==> config.mk <==
export PLATFORM = sky130hd
export DESIGN_NAME = decode2_uop_sequencer_flat
export DESIGN_NICKNAME = d
export VERILOG_FILES = /design/src/rtl/decode2_uop_sequencer_if.sv /design/src/rtl/decode2_uop_sequencer.sv /design/src/flat_wrapper.sv
export SDC_FILE = /design/constraint.sdc
export NUM_CORES = 1
export LEC_CHECK = 0
export ABC_AREA = 0
export BUFFER_PORTS_ARGS = -buffer_cell sky130_fd_sc_hd__buf_2
export CORE_ASPECT_RATIO = 1.2
export CORE_UTILIZATION = 35
export DETAILED_ROUTE_END_ITERATION = 8
export PLACE_DENSITY = 0.7
export SKIP_LAST_GASP = 1
export SYNTH_ARGS = -nofsm -noshare
export SYNTH_HDL_FRONTEND = slang
export SYNTH_SLANG_ARGS = --single-unit
==> constraint.sdc <==
create_clock -name clk -period 1.8 [get_ports clk]
set_clock_uncertainty 0.2 [all_clocks]
set_input_delay 0.18 -clock clk [delete_from_list [all_inputs] [get_ports clk]]
set_output_delay 0.18 -clock clk [all_outputs]
set_load 0.005 [all_outputs]
==> src/rtl/decode2_uop_sequencer_if.sv <==
// decode2_uop_sequencer_if
//   Bundles the decode-stage-2 handshake and control-store bus for the
//   micro-op sequencer.
//   master : stage-1 / control-store side (drives instruction + cs fields)
//   slave  : the sequencer (drives cs address, micro-op tags, stall, EIP_OUT)
//   Signals: D2_V, flush, stall_in, decode_address, opcode_size,
//            instr_length_updt, EIP, cs_uop_stall, cs_next_uaddr  (to seq)
//            cs_addr, cs_op_size, uop_valid, uop_index, uop_first, uop_last,
//            D2_UOP_STALL_OUT, EIP_OUT, uop_overflow          (from seq)
interface decode2_uop_sequencer_if #(
  parameter int UADDR_W = 8,
  parameter int LEN_W   = 4,
  parameter int EIP_W   = 32
);
  logic               D2_V;
  logic               flush;
  logic               stall_in;
  logic [UADDR_W-1:0] decode_address;
  logic               opcode_size;
  logic [LEN_W-1:0]   instr_length_updt;
  logic [EIP_W-1:0]   EIP;
  logic               cs_uop_stall;
  logic [UADDR_W-2:0] cs_next_uaddr;

  logic [UADDR_W-1:0] cs_addr;
  logic               cs_op_size;
  logic               uop_valid;
  logic [3:0]         uop_index;
  logic               uop_first;
  logic               uop_last;
  logic               D2_UOP_STALL_OUT;
  logic [EIP_W-1:0]   EIP_OUT;
  logic               uop_overflow;

  modport master (
    output D2_V, flush, stall_in, decode_address, opcode_size,
           instr_length_updt, EIP, cs_uop_stall, cs_next_uaddr,
    input  cs_addr, cs_op_size, uop_valid, uop_index, uop_first, uop_last,
           D2_UOP_STALL_OUT, EIP_OUT, uop_overflow
  );

  modport slave (
    input  D2_V, flush, stall_in, decode_address, opcode_size,
           instr_length_updt, EIP, cs_uop_stall, cs_next_uaddr,
    output cs_addr, cs_op_size, uop_valid, uop_index, uop_first, uop_last,
           D2_UOP_STALL_OUT, EIP_OUT, uop_overflow
  );
endinterface

==> src/rtl/decode2_uop_sequencer.sv <==
// decode2_uop_sequencer
//   Expands one decoded instruction into 1..MAX_UOPS control-store micro-ops.
//   First micro-op address comes from decode_address; later ones from the
//   registered cs_next_uaddr field. Holds stage 1 while a sequence is in
//   flight, tags micro-ops (index/first/last), advances EIP on the last one.
//   Ports:
//     clk, reset   : clock, synchronous active-high reset
//     d2_bus       : decode2_uop_sequencer_if.slave (handshake + cs bus)
//     perf_uops    : (D2_UOP_PERF_EN only) issued micro-op count
//     perf_instrs  : (D2_UOP_PERF_EN only) completed instruction count
//   Optional feature macro: D2_UOP_PERF_EN
//   MAX_UOPS must lie in 2..16 (uop_index is 4 bits).
module decode2_uop_sequencer #(
  parameter int UADDR_W  = 8,
  parameter int MAX_UOPS = 4,
  parameter int LEN_W    = 4,
  parameter int EIP_W    = 32
) (
  input  logic                         clk,
  input  logic                         reset,
  decode2_uop_sequencer_if.slave       d2_bus
`ifdef D2_UOP_PERF_EN
  ,
  output logic [31:0]                  perf_uops,
  output logic [31:0]                  perf_instrs
`endif
);

  typedef enum logic {
    ST_FIRST = 1'b0,
    ST_SEQ   = 1'b1
  } state_t;

  state_t             r_state;
  logic [3:0]         r_count;
  logic [UADDR_W-2:0] r_next_uaddr;
  logic               r_overflow;

  logic w_advance;
  logic w_at_max;
  logic w_last;

  assign w_advance = d2_bus.D2_V & ~d2_bus.stall_in & ~d2_bus.flush;
  assign w_at_max  = (r_count == 4'(MAX_UOPS - 1));
  // Reaching the last slot forces termination even if the control store
  // still requests more micro-ops.
  assign w_last    = ~d2_bus.cs_uop_stall | w_at_max;

  // Address mux depends only on state and stage-1 inputs, never on stall_in.
  assign d2_bus.cs_addr          = (r_state == ST_FIRST) ? d2_bus.decode_address
                                                         : {1'b0, r_next_uaddr};
  assign d2_bus.cs_op_size       = (r_state == ST_FIRST) ? d2_bus.opcode_size : 1'b0;
  assign d2_bus.uop_valid        = w_advance;
  assign d2_bus.uop_index        = r_count;
  assign d2_bus.uop_first        = (r_state == ST_FIRST);
  assign d2_bus.uop_last         = w_last;
  assign d2_bus.D2_UOP_STALL_OUT = d2_bus.D2_V & ~w_last & ~d2_bus.flush;
  assign d2_bus.EIP_OUT          = w_last ? d2_bus.EIP + EIP_W'(d2_bus.instr_length_updt)
                                          : d2_bus.EIP;
  assign d2_bus.uop_overflow     = r_overflow;

  always_ff @(posedge clk) begin
    if (reset) begin
      r_state      <= ST_FIRST;
      r_count      <= '0;
      r_next_uaddr <= '0;
      r_overflow   <= 1'b0;
    end else if (d2_bus.flush) begin
      // Flush abandons the sequence but keeps the sticky overflow flag.
      r_state <= ST_FIRST;
      r_count <= '0;
    end else if (w_advance) begin
      if (!w_last) begin
        r_next_uaddr <= d2_bus.cs_next_uaddr;
        r_count      <= r_count + 4'd1;
        r_state      <= ST_SEQ;
      end else begin
        r_count <= '0;
        r_state <= ST_FIRST;
        if ((r_state == ST_SEQ) && w_at_max && d2_bus.cs_uop_stall)
          r_overflow <= 1'b1;
      end
    end
  end

`ifdef D2_UOP_PERF_EN
  logic [31:0] r_perf_uops;
  logic [31:0] r_perf_instrs;

  always_ff @(posedge clk) begin
    if (reset) begin
      r_perf_uops   <= '0;
      r_perf_instrs <= '0;
    end else if (w_advance) begin
      r_perf_uops <= r_perf_uops + 32'd1;
      if (w_last)
        r_perf_instrs <= r_perf_instrs + 32'd1;
    end
  end

  assign perf_uops   = r_perf_uops;
  assign perf_instrs = r_perf_instrs;
`endif

endmodule

==> src/flat_wrapper.sv <==
// flat-port wrapper written by rule: the top's interface ports become plain ports
module decode2_uop_sequencer_flat 
#(
  parameter int UADDR_W  = 8,
  parameter int MAX_UOPS = 4,
  parameter int LEN_W    = 4,
  parameter int EIP_W    = 32
)
  (clk, reset, d2_bus_D2_V, d2_bus_flush, d2_bus_stall_in, d2_bus_decode_address, d2_bus_opcode_size, d2_bus_instr_length_updt, d2_bus_EIP, d2_bus_cs_uop_stall, d2_bus_cs_next_uaddr, d2_bus_cs_addr, d2_bus_cs_op_size, d2_bus_uop_valid, d2_bus_uop_index, d2_bus_uop_first, d2_bus_uop_last, d2_bus_D2_UOP_STALL_OUT, d2_bus_EIP_OUT, d2_bus_uop_overflow);
  decode2_uop_sequencer_if #(.UADDR_W(UADDR_W), .LEN_W(LEN_W), .EIP_W(EIP_W)) d2_bus_i ();
  input  logic clk;
  input  logic reset;
  input wire logic [$bits(d2_bus_i.D2_V)-1:0] d2_bus_D2_V;
  input wire logic [$bits(d2_bus_i.flush)-1:0] d2_bus_flush;
  input wire logic [$bits(d2_bus_i.stall_in)-1:0] d2_bus_stall_in;
  input wire logic [$bits(d2_bus_i.decode_address)-1:0] d2_bus_decode_address;
  input wire logic [$bits(d2_bus_i.opcode_size)-1:0] d2_bus_opcode_size;
  input wire logic [$bits(d2_bus_i.instr_length_updt)-1:0] d2_bus_instr_length_updt;
  input wire logic [$bits(d2_bus_i.EIP)-1:0] d2_bus_EIP;
  input wire logic [$bits(d2_bus_i.cs_uop_stall)-1:0] d2_bus_cs_uop_stall;
  input wire logic [$bits(d2_bus_i.cs_next_uaddr)-1:0] d2_bus_cs_next_uaddr;
  output wire logic [$bits(d2_bus_i.cs_addr)-1:0] d2_bus_cs_addr;
  output wire logic [$bits(d2_bus_i.cs_op_size)-1:0] d2_bus_cs_op_size;
  output wire logic [$bits(d2_bus_i.uop_valid)-1:0] d2_bus_uop_valid;
  output wire logic [$bits(d2_bus_i.uop_index)-1:0] d2_bus_uop_index;
  output wire logic [$bits(d2_bus_i.uop_first)-1:0] d2_bus_uop_first;
  output wire logic [$bits(d2_bus_i.uop_last)-1:0] d2_bus_uop_last;
  output wire logic [$bits(d2_bus_i.D2_UOP_STALL_OUT)-1:0] d2_bus_D2_UOP_STALL_OUT;
  output wire logic [$bits(d2_bus_i.EIP_OUT)-1:0] d2_bus_EIP_OUT;
  output wire logic [$bits(d2_bus_i.uop_overflow)-1:0] d2_bus_uop_overflow;
  assign d2_bus_i.D2_V = d2_bus_D2_V;
  assign d2_bus_i.flush = d2_bus_flush;
  assign d2_bus_i.stall_in = d2_bus_stall_in;
  assign d2_bus_i.decode_address = d2_bus_decode_address;
  assign d2_bus_i.opcode_size = d2_bus_opcode_size;
  assign d2_bus_i.instr_length_updt = d2_bus_instr_length_updt;
  assign d2_bus_i.EIP = d2_bus_EIP;
  assign d2_bus_i.cs_uop_stall = d2_bus_cs_uop_stall;
  assign d2_bus_i.cs_next_uaddr = d2_bus_cs_next_uaddr;
  assign d2_bus_cs_addr = d2_bus_i.cs_addr;
  assign d2_bus_cs_op_size = d2_bus_i.cs_op_size;
  assign d2_bus_uop_valid = d2_bus_i.uop_valid;
  assign d2_bus_uop_index = d2_bus_i.uop_index;
  assign d2_bus_uop_first = d2_bus_i.uop_first;
  assign d2_bus_uop_last = d2_bus_i.uop_last;
  assign d2_bus_D2_UOP_STALL_OUT = d2_bus_i.D2_UOP_STALL_OUT;
  assign d2_bus_EIP_OUT = d2_bus_i.EIP_OUT;
  assign d2_bus_uop_overflow = d2_bus_i.uop_overflow;
  decode2_uop_sequencer #(.UADDR_W(UADDR_W), .MAX_UOPS(MAX_UOPS), .LEN_W(LEN_W), .EIP_W(EIP_W)) u_core (.clk(clk), .reset(reset), .d2_bus(d2_bus_i));
endmodule
==> qor.csv, run 1 <==
metric;value;unit
cell depth of the worst flop-to-flop path;7;
Die X;63.5;um
Internal;0.703;mW
CP Data Arrival Time;1.88;ns
Slowest cell on crit path;or3b_4;
vias in the first global route;1836;
fin. max-slew vios;0;
detailed placement HPWL;4190;um
Sw Share;0.317;
Slew @ Worst Pin;0.454;ns
#FFs+latches synth;13;
Routed Wire Length;5400;um
sequential area share after synthesis;0.164;
fill cell count;356;
area grow syn2layout;83.6;%
required time of the critical path;1.42;ns
status;complete, but fails checks;
vias;2030;
sequential power share;0.284;
Max Cap Viol;0;
crit path launch type;flip-flop;
pin count of the biggest net entering global routing;14;
final instance area;2920;um^2
ANT nets after route;0;
CTS tree;done;
final setup fails;44;
Synth Warn #;0;
initial antenna violation count;0;
fraction of layout cells with a size suffix above 1;0.614;
failing checks;setup timing;
All-Layer GR Usage;0.207;
Hold Crit Start;reset;
Net count, final;404;
first-pass GRT wire length;7910;um
Reg-to-Reg End;u_core.r_next_uaddr[3];
area of the multi-input gates;1530;um^2
DP Area;2580;um^2
Syn Nets;246;
Final Hold Viols;0;
Top Family by Delay on Critical Path;simple AND/OR/NAND/NOR gates;
relative slew slack;0.697;
CP Cell Sequence;ha_4 -> or3b_4 -> a21boi_4 -> buf_12 -> nand4b_1 -> xnor2_1 -> buf_2;
overall die area;4820;um^2
Root Driver;clkbuf_8;
crit-path max FO;13;
vias per cell;5.14;
antenna cell count;0;
Placeable Area;4290;um^2
final core utilization;0.680;
Clock Path Buffers;2;
Switch Pwr;0.327;mW
static leakage;1.43;nW
H-tree depth;1;
Unique masters post-synth;53;
first drt pass iteration count;4;
total grt overflow;0;
synthesized area;1590;um^2
Final Worst Setup Slack;-0.463;ns
clock transition at the registers of the reported paths;0.05;ns
clk sinks;13;
die height;75.8;um
Rows;26;
IO Port Bufs;107;
DRT iter0 DRCs;83;
Buf+Inv Stages, Crit Path;2;
CP Capture Type;output port;
insertion delay to the later sink of the worst-skew pair;0.24;ns
wire per inst;13.7;um
Mapped Cells;182;
power share of the clock group;0.248;
# IOs;108;
PD cells;353;nW/um^2
post-route DRC violation count;0;
worst hold path depth;2;
slowest stage delay, CP;0.40;ns
total power;1.03;mW
Worst Hold End;u_core.r_next_uaddr[5];
Register Area;269;um^2
HP Class;input pin to flip-flop;
Syn Area/Cell;8.74;um^2
Reg2Reg Setup Slack;-0.14;ns
kind of critical path;flip-flop to output port;
Tcrit/Tclk final;1.26;
Post-synth EDFFs;0;
CTS Buf Count;3;
setup_tns;-12.29;ns
unrepaired setup endpoints after global routing;true;
Achievable Freq;442;MHz
Top FF cell, synth;dfxtp_1;
R2R Path Start;u_core.d2_bus.uop_index[1];
placer's final routability congestion estimate;0.823;
Initial Util;0.370;
min Tclk post-route;2.26;ns
VDD IR-drop max;0.413;mV
Gate power share;0.468;
asr flop ratio synth;0;
-- cells in the mapped netlist (2+ instances only) --
master,number,area (um^2)
a21o_1,3,22.5
a21oi_1,3,15.0
xnor2_1,20,175
xor2_1,10,87.6
and3_1,4,25.0
buf_2,3,15.0
and4_1,4,35.0
mux2i_1,8,80.1
nor2_1,11,41.3
nand4_1,10,62.6
nand3_2,2,20.0
nor4_1,2,12.5
mux2_2,8,90.1
nor3_1,5,25.0
clkbuf_1,2,7.51
ha_1,5,62.6
dfxtp_1,13,260
o21ai_0,2,10.0
nand2_1,10,37.5
nand3_1,14,70.1
nor4_2,4,50.1
nor2b_1,2,12.5
mux2_1,2,22.5
a2bb2oi_1,2,17.5
nor4b_2,2,30.0
a211oi_1,2,15.0
nor3b_1,3,22.5
-- per-stage QoR --
step / worst slack, ns / instances / hold WS [ns]
2_1_floorplan: -0.0791 / 182 / 0.0411
3_3_place_gp: -0.255 / 379 / 0.209
3_5_place_dp: -0.266 / 379 / 0.225
4_1_cts: -0.485 / 394 / 0.0586
5_1_grt: -0.506 / 395 / 0.0710
6_report: -0.463 / 395 / 0.0707
-- worst register-to-register path, delay by kind of cell, from the launching register on --
family	cells	cell delay, ns
flip-flops	1	0.35
buffers and inverters	2	0.32
multiplexers	1	0.22
adder cells (fa/ha/maj)	1	0.14
AND/OR/NAND/NOR	3	0.60
-- registers in the layout (all words and copies together) (netlist names) --
signal                      cells
u_core.r_state                  1
u_core.d2_bus.uop_index         4
u_core.r_next_uaddr             7
u_core.d2_bus.uop_overflow      1
-- cell type report --
class / count / area share
inverter: 3 / 0.00428
multi-input combinational: 160 / 0.523
sequential: 13 / 0.0921
tap: 56 / 0.0240
timing repair buffer: 159 / 0.341
clock buffer: 4 / 0.0154
-- placed cells by master (no fill, tap or decap), drive strengths merged, types with 4 or more instances in the layout --
cell | netlist | final
nor2 | 11 | 11
and4 | 5 | 5
nand3 | 17 | 18
dfxtp | 13 | 13
nor3 | 6 | 6
xor2 | 10 | 10
xnor2 | 20 | 20
nor4 | 6 | 6
clkbuf | 2 | 4
buf | 5 | 152
nor4b | 4 | 4
ha | 5 | 5
mux2i | 8 | 8
a21oi | 4 | 4
dlygate4sd3 | 0 | 7
nand4 | 11 | 11
and3 | 5 | 5
mux2 | 10 | 10
nand2 | 11 | 11
-- power groups by stage --
stage	sequential, mW	combinational, mW	clock, mW
3_5_place_dp	0.298	0.429	0
2_1_floorplan	0.297	0.184	0
4_1_cts	0.292	0.453	0.261
5_1_grt	0.293	0.521	0.277
3_3_place_gp	0.298	0.422	0
6_report	0.293	0.482	0.256
-- worst max path at each step --
stage | start | end | cells after the start
CTS | u_core.d2_bus.uop_index[1] | d2_bus_EIP_OUT[19] | 7
global placement | d2_bus_EIP[0] | d2_bus_EIP_OUT[16] | 8
global route | u_core.d2_bus.uop_index[1] | d2_bus_EIP_OUT[19] | 7
finish | u_core.d2_bus.uop_index[1] | d2_bus_EIP_OUT[19] | 7
floorplan | u_core.d2_bus.uop_index[1] | d2_bus_EIP_OUT[25] | 6
detailed placement | d2_bus_EIP[0] | d2_bus_EIP_OUT[16] | 8
-- cell families after synthesis --
| logic type | count (synthesis) | synth area share |
|---|---|---|
| fa+ha+maj | 6 | 0.0519 |
| buf+inv | 10 | 0.0291 |
| xor+xnor | 30 | 0.165 |
| simple gates | 86 | 0.372 |
| flops | 13 | 0.164 |
| compound gates | 19 | 0.0968 |
| mux | 18 | 0.121 |
-- repair_timing --
action / in CTS / in global routing
pin swaps: 2 / 24
hold endpoints to repair: 7 / 0
hold buffers: 7 / 0
resized for setup: 7 / 24
endpoints found under the setup margin: 38 / 48
buffers inserted: 3 / 1
cloned: 1 / 0
-- metal layers --
layer,track usage,vias to the layer above,share of wire
li1,-,1005,-
met1,0.219,930,0.38
met2,0.410,82,0.55
met3,0.0269,13,0.056
met4,0.0934,0,0.019
met5,0,-,0
(Power assumes the default switching activity.)
==> inputs of run 2 (changes only) <==
Settings changed: GPL_TIMING_DRIVEN from default to 0, PLACE_DENSITY 0.7 to 0.71.
==> run 2 against run 1 <==
  * The run still ends with setup timing left
  * Global-route usage decreased by 0.58 points
  * Largest power group unchanged
  * Critical path type unchanged
  * Combinational power decreased by 5.6%
  * Final cell count decreased by 5.3%
  * Wire length decreased by 0.46%
  * Sequential share of layout area increased by 0.56 points
==> qor.csv, run 2 (synthesized netlist as in run 1, its figures left out) <==
metric;value;unit
first drt pass iteration count;4;
total grt overflow;0;
launch point of the worst path;u_core.d2_bus.uop_index[0];
max reg flops;7;
CP Capture Type;output port;
fin. max-slew vios;0;
Reg2Reg Setup Slack;-0.25;ns
Slowest cell on crit path;or3b_4;
detailed placement HPWL;3680;um
initial antenna violation count;0;
cell depth of the worst setup path;7;
Max Cap Viol;0;
vias per cell;5.33;
area grow syn2layout;73.2;%
wire per inst;14.4;um
VDD IR-drop max;0.458;mV
overall die area;4820;um^2
static leakage;1.28;nW
clock transition at the registers of the reported paths;0.06;ns
Slew @ Worst Pin;0.625;ns
Clock Path Buffers;2;
Buf+Inv Stages, Crit Path;2;
PD cells;365;nW/um^2
status;complete, but fails checks;
CTS Buf Count;3;
fill cell count;378;
final setup fails;45;
CP Data Arrival Time;1.98;ns
hold slack;0.0175;ns
Initial Util;0.370;
Reg-to-Reg End;u_core.r_next_uaddr[5];
vias in the first global route;1834;
min Tclk post-route;2.36;ns
required time of the critical path;1.42;ns
Final Hold Viols;0;
# IOs;108;
H-tree depth;1;
Place WS;-0.495;ns
most frequent cells in the layout;buf_2 (104), xnor2_1 (19), buf_6 (13);
relative slew slack;0.580;
Tcrit/Tclk final;1.31;
R2R Path Start;u_core.d2_bus.uop_index[0];
Die X;63.5;um
final instance area;2750;um^2
Root Driver;clkbuf_8;
Top Family by Delay on Critical Path;simple AND/OR/NAND/NOR gates;
first-pass GRT wire length;7850;um
Routed Wire Length;5380;um
crit-path max FO;3;
vias;1995;
post-route DRC violation count;0;
setup_tns;-16.32;ns
most common cell after layout, fill and taps aside;buf_2;
die height;75.8;um
Register Area;269;um^2
Final Worst Setup Slack;-0.557;ns
cell depth of the worst flop-to-flop path;8;
pin count of the biggest net entering global routing;13;
slowest stage delay, CP;0.41;ns
antenna cell count;0;
failing checks;setup timing;
Rows;26;
unrepaired setup endpoints after global routing;true;
DP Area;2280;um^2
area of the multi-input gates;1510;um^2
IO Port Bufs;106;
insertion delay to the later sink of the worst-skew pair;0.24;ns
Net count, final;383;
CP endpoint;d2_bus_EIP_OUT[19];
Achievable Freq;424;MHz
All-Layer GR Usage;0.201;
crit path launch type;flip-flop;
ANT nets after route;0;
clk sinks;13;
DRT iter0 DRCs;94;
CP Cell Sequence;ha_4 -> or3b_4 -> a21boi_4 -> buf_6 -> nand4b_1 -> xnor2_1 -> buf_2;
fraction of layout cells with a size suffix above 1;0.604;
placer's final routability congestion estimate;0.858;
CTS tree;done;
Largest Register;u_core.r_next_uaddr;
kind of critical path;flip-flop to output port;
Placeable Area;4290;um^2
HP Class;input pin to flip-flop;
## run 2: cell count changes in the layout (fill, tap and decap cells not counted), sizes merged
cell	delta
buf	-24
clkbuf	+2
o211ai	+1
## run 2: how the worst min path moves through the flow
stage / depth (start not counted) / slack (ns) / startpoint / endpoint
CTS: 2 / 0.01 / d2_bus_flush / u_core.d2_bus.uop_index[0]
detailed placement: 2 / 0.18 / reset / u_core.d2_bus.uop_index[0]
floorplan: 1 / 0.04 / reset / u_core.d2_bus.uop_index[0]
finish: 2 / 0.02 / d2_bus_flush / u_core.d2_bus.uop_index[0]
global route: 2 / 0.03 / d2_bus_flush / u_core.d2_bus.uop_index[0]
global placement: 2 / 0.18 / reset / u_core.d2_bus.uop_index[0]
## run 2: metal layers
| layer | vias up | track usage | part of all wire |
|---|---|---|---|
| met3 | 12 | 0.0314 | 0.061 |
| met5 | - | 0 | 0 |
| li1 | 958 | - | - |
| met2 | 90 | 0.398 | 0.54 |
| met4 | 0 | 0.0934 | 0.019 |
| met1 | 935 | 0.209 | 0.38 |
## run 2: metrics by stage
step / utilization / std cells / power, mW
after floorplan: - / 182 / 0.481
after global placement: 0.531 / 344 / 0.656
after detailed placement: 0.531 / 344 / 0.661
after CTS: 0.595 / 366 / 0.951
after global routing: 0.641 / 374 / 1.06
final: 0.641 / 374 / 1.00
## run 2: layout make-up
cell class / instances / share of cell area
multi-input cells: 161 / 0.547
repair buffers: 131 / 0.289
flip-flops and latches: 13 / 0.0977
well taps: 56 / 0.0254
plain buffers: 6 / 0.0191
clock buffers: 4 / 0.0164
inverters: 3 / 0.00454
## run 2: what timing repair did
item | 4_1_cts | 5_1_grt
hold buffers | 7 | 0
gates resized for setup | 15 | 27
setup buffers | 11 | 7
hold endpoints to repair | 9 | 0
gates cloned | 1 | 2
setup endpoints to repair | 39 | 46
pin swaps | 12 | 26
## run 2: report_power, final
| group | leakage [nW] | switching [mW] | total [mW] | internal (mW) |
|---|---|---|---|---|
| Sequential | 0.107 | 0.00317 | 0.292 | 0.289 |
| Clock | 0.0228 | 0.101 | 0.257 | 0.156 |
| Combinational | 1.15 | 0.220 | 0.455 | 0.235 |
